===== config.mk =====
export PLATFORM = sky130hd
export DESIGN_NAME = pipe_ctrl
export DESIGN_NICKNAME = d
export VERILOG_FILES = /design/src/rtl/pipe_ctrl_pkg.sv /design/src/rtl/pipe_ctrl_stage.sv /design/src/rtl/pipe_ctrl.sv
export SDC_FILE = /design/constraint.sdc
export NUM_CORES = 1
export LEC_CHECK = 0
export ABC_AREA = 1
export BUFFER_PORTS_ARGS = -buffer_cell sky130_fd_sc_hd__buf_2
export CAP_MARGIN = 5
export CORE_AREA = 2 2 39 41
export CTS_CLUSTER_DIAMETER = 120
export DETAILED_ROUTE_END_ITERATION = 16
export DIE_AREA = 0 0 41 43
export PLACE_DENSITY_LB_ADDON = 0.15
export SLEW_MARGIN = 40
export SYNTH_ARGS = -nofsm -noshare
export SYNTH_HDL_FRONTEND = slang
export SYNTH_HIERARCHICAL = 1
export SYNTH_SLANG_ARGS = --single-unit

===== constraint.sdc =====
create_clock -name clk -period 2.1 [get_ports clk]
set_input_delay 0 -clock clk [delete_from_list [all_inputs] [get_ports clk]]
set_output_delay 0 -clock clk [all_outputs]
set_load 0.01 [all_outputs]

===== src/rtl/pipe_ctrl_pkg.sv =====
// rtl/pipe_ctrl_pkg.sv - shared helpers for the pipeline valid/ready controller
package pipe_ctrl_pkg;

   function automatic int popcount(input logic [31:0] x);
      int n;
      n = 0;
      for (int i = 0; i < 32; i++) begin
         n += int'(x[i]);
      end
      return n;
   endfunction

endpackage


===== src/rtl/pipe_ctrl_stage.sv =====
// rtl/pipe_ctrl_stage.sv - one pipeline stage: valid bit, advance term, load enable
module pipe_ctrl_stage #(
   parameter int BUBBLE_COLLAPSE = 1
) (
   input  logic clk,
   input  logic rst_n,
   input  logic up_valid,
   input  logic adv_dn,
   input  logic pipe_adv,
   input  logic flush,
   output logic v,
   output logic adv,
   output logic en
);

   localparam logic BC = (BUBBLE_COLLAPSE != 0);

   logic v_d, v_q;

   // An empty stage can always take the upstream item, even if downstream is stalled.
   assign adv = (BC & (~v_q | adv_dn)) | (~BC & pipe_adv);
   assign en  = adv & ~flush & rst_n;
   assign v   = v_q;

   always_comb begin
      v_d = v_q;
      if (flush) begin
         v_d = 1'b0;
      end else if (en) begin
         v_d = up_valid;
      end
   end

   always_ff @(posedge clk or negedge rst_n) begin
      if (!rst_n) begin
         v_q <= 1'b0;
      end else begin
         v_q <= v_d;
      end
   end

endmodule


===== src/rtl/pipe_ctrl.sv =====
// rtl/pipe_ctrl.sv - valid/ready controller for a chain of enable-gated pipeline registers
module pipe_ctrl
   import pipe_ctrl_pkg::*;
#(
   parameter int DEPTH           = 4,
   parameter int BUBBLE_COLLAPSE = 1,
   parameter int CNT_W           = $clog2(DEPTH + 1)
) (
   input  logic             clk,
   input  logic             rst_n,
   input  logic             in_valid,
   output logic             in_ready,
   output logic             out_valid,
   input  logic             out_ready,
   input  logic             flush,
   output logic [DEPTH-1:0] stage_en,
   output logic [DEPTH-1:0] stage_valid,
   output logic [CNT_W-1:0] occupancy,
   output logic             busy
);

   logic [DEPTH:0]   adv;
   logic [DEPTH-1:0] v;
   logic [DEPTH-1:0] en;
   logic             pipe_adv;
   logic             in_fire;
   logic             out_fire;
   logic [CNT_W-1:0] occ_d, occ_q;

   assign adv[DEPTH] = out_ready;
   // Whole-pipe advance used when bubbles are not collapsed.
   assign pipe_adv   = ~v[DEPTH-1] | out_ready;

   for (genvar i = 0; i < DEPTH; i++) begin : g_stage
      logic up_v;
      if (i == 0) begin : g_first
         assign up_v = in_valid;
      end else begin : g_rest
         assign up_v = v[i-1];
      end

      pipe_ctrl_stage #(
         .BUBBLE_COLLAPSE(BUBBLE_COLLAPSE)
      ) u_stage (
         .clk      (clk),
         .rst_n    (rst_n),
         .up_valid (up_v),
         .adv_dn   (adv[i+1]),
         .pipe_adv (pipe_adv),
         .flush    (flush),
         .v        (v[i]),
         .adv      (adv[i]),
         .en       (en[i])
      );
   end

   assign in_ready  = adv[0] & ~flush & rst_n;
   assign out_valid = v[DEPTH-1] & ~flush;
   assign in_fire   = in_valid & in_ready;
   assign out_fire  = out_valid & out_ready;

   always_comb begin
      occ_d = occ_q;
      if (flush) begin
         occ_d = '0;
      end else begin
         occ_d = occ_q + CNT_W'(in_fire) - CNT_W'(out_fire);
      end
   end

   always_ff @(posedge clk or negedge rst_n) begin
      if (!rst_n) begin
         occ_q <= '0;
      end else begin
         occ_q <= occ_d;
      end
   end

   assign stage_en    = en;
   assign stage_valid = v;
   assign occupancy   = occ_q;
   assign busy        = |occ_q;

   a_occ_popcount: assert property (@(posedge clk) disable iff (!rst_n)
      int'(occ_q) == popcount(32'(v)));

endmodule


==> key figures <==
Status
  – Status: complete, but fails checks
  – Failing checks: setup timing

Floorplanning
  – Die Width: 41 microns
  – Die ar.: 1760 sq um
  – Die height: 43 microns
  – Row count: 14
  – Starting density of the core: 38.6%
  – Io pins: 19
  – Core area: 1380 sq um

Placed design
  – IO Port Bufs: 18
  – HPWL Detailed: 791 microns
  – Placed Instances: 117
  – Gpl congestion: 0.702

Clock network
  – H-Tree Depth: 1
  – CTS tree: built
  – Clock insertion delay at the later pin of the skew report: 250 ps
  – CTS clk-pin slew, worst paths: 50 ps
  – CTS Root Cell: clkbuf_4
  – Clock sink count: 7
  – CTS Buf Count: 3
  – Clock Path Buffers: 2

Layout
  – # diodes: 0
  – Fin nets: 117
  – Synthesis-to-finish area growth: 38.6%
  – Non-Filler Instances: 124
  – Util after Layout: 53.5%
  – Share of cells above drive strength 1: 44.4%

Pwr
  – P_leak: 0.467 nW
  – Max VDD drop: 0.322 mV
  – Cell area power density: 537 nW/um^2
  – Design Power: 0.398 mW

Worst setup path
  – Worst Path Arrival: 2280 ps
  – Critical Path RT: 2240 ps
  – Crit Path Class: flop to flop
  – Setup crit end kind: flop
  – CP Launch Type: flop
  – Worst-path maximum fanout: 3

Global routing
  – Largest net degree at the start of global routing: 16
  – Global-route wire length before repair: 1640 microns
  – Initial antenna violation count: 0
  – Overall routing resource usage: 13.5%
  – GRT Residual Overflow: 0
  – Vias in the first global route: 418

Detailed routing
  – DRC errors left: 0
  – Antenna-violating nets left: 0
  – Drt first pass iters: 3
  – Final wirelength: 1030 microns
  – Drt wl/cell: 8.31 microns
  – DR iter-0 viols: 3
  – Vias/cell: 4.23
  – Routed vias: 525

Yosys
  – Mapped Area: 534 sq um
  – Synthesized area per cell: 6.76 sq um
  – Syn Nets: 87
  – Synth warn: 6
  – Syn Inst Count: 79

Timing
  – Least-Margin Pin Slew: 168 ps
  – Final Cycle Share: 102%
  – Worst slew margin: 88.7%
  – Final worst path period need: 2140 ps
  – Max Freq: 467 MHz
  – Setup TNS Final: -57.1 ps
  – Max-slew violations: 0
  – Setup WS post-layout: -40.7 ps
  – # setup viols final: 2
  – Fin. Hold Viols: 0
  – Unrepaired setup endpoints after global routing: yes
  – Clock Skew: 0.394 ps

Job
  – MaxCap Viol Count: 0

Hold path
  – HP Class: input pin to flop
-- cell type report --
class / count / area [sq um]
tap: 16 / 20.0
sequential: 7 / 175
multi-input combinational: 45 / 262
fill: 147 / 643
timing repair buffer: 28 / 168
clock buffer: 4 / 26.3
inverter: 24 / 90.1
-- routing by layer --
metal  vias up  part of all wire (%)  global-route usage, %
met5         -                     0                      0
met4         0                     0                   6.00
met3         0                   6.3                   3.14
met2        15                    47                   19.4
met1       232                    46                   18.8
li1        278                     -                      -
-- per-stage QoR --
step / cell area [sq um] / hold slack (ps) / worst slack, ps
2_1_floorplan: 537 / -296 / -82.0
3_3_place_gp: 677 / -28.6 / 19.0
3_5_place_dp: 677 / -28.3 / -14.2
4_1_cts: 716 / 7.32 / -19.3
5_1_grt: 741 / 34.8 / -225
6_report: 741 / 9.43 / -40.7
-- cells in the final DEF (no fill, tap or decap) --
master / n
dfrtp_1: 7
buf_2: 18
ha_2: 1
fa_2: 1
dlygate4sd3_1: 1
a21oi_1: 1
and2_1: 4
nor3_1: 1
ha_1: 1
or2_1: 1
inv_2: 4
nand2_2: 6
nor2_2: 5
nand3_2: 1
nand2_1: 7
buf_4: 9
inv_1: 20
nor2_1: 12
nand3_1: 4
clkbuf_1: 1
clkbuf_4: 3
-- where the power goes --
part           switching (mW)  leakage (nW)  total, mW  internal, mW
registers              0.0102        0.0918      0.157         0.147
clock network          0.0519        0.0150      0.125        0.0727
logic                  0.0633         0.361      0.116        0.0527
-- sequential cells by signal (all words and copies together) (netlist names) --
register and cells:
g_stage.u_stage/v 4, occupancy 3
-- critical path, stage by stage (launching register included) --
cell	delay, ps
dfrtp_1	380
nand2_2	70
inv_2	30
nand2_2	60
inv_2	40
nand2_2	60
inv_2	40
nand2_2	60
nand2_2	50
nor2_2	110
nand2_1	60
ha_1	260
inv_1	60
ha_2	160
inv_2	40
fa_2	510
nor2_1	30
-- what timing repair did --
| action | in CTS | in global routing |
|---|---|---|
| pin swaps | 0 | 6 |
| setup endpoints to repair | 1 | 2 |
| hold endpoints to repair | 7 | 0 |
| hold buffers | 1 | 0 |
| setup buffers | 0 | 2 |
| resized for setup | 1 | 4 |
-- worst paths after layout --
kind	slack, ps	cells past startpoint	startpoint	endpoint
hold / removal	9	2	flush	occupancy[1]
min in group asynchronous	250	3	rst_n	g_stage[1].u_stage/v
max in group asynchronous	1700	3	rst_n	occupancy[1]
hold reg to reg	630	4	g_stage[0].u_stage/v	g_stage[1].u_stage/v
setup reg to reg	-40	16	g_stage[3].u_stage/v	occupancy[1]
setup / recovery	-40	16	g_stage[3].u_stage/v	occupancy[1]
No activity file was read; power rests on OpenSTA's default activity.
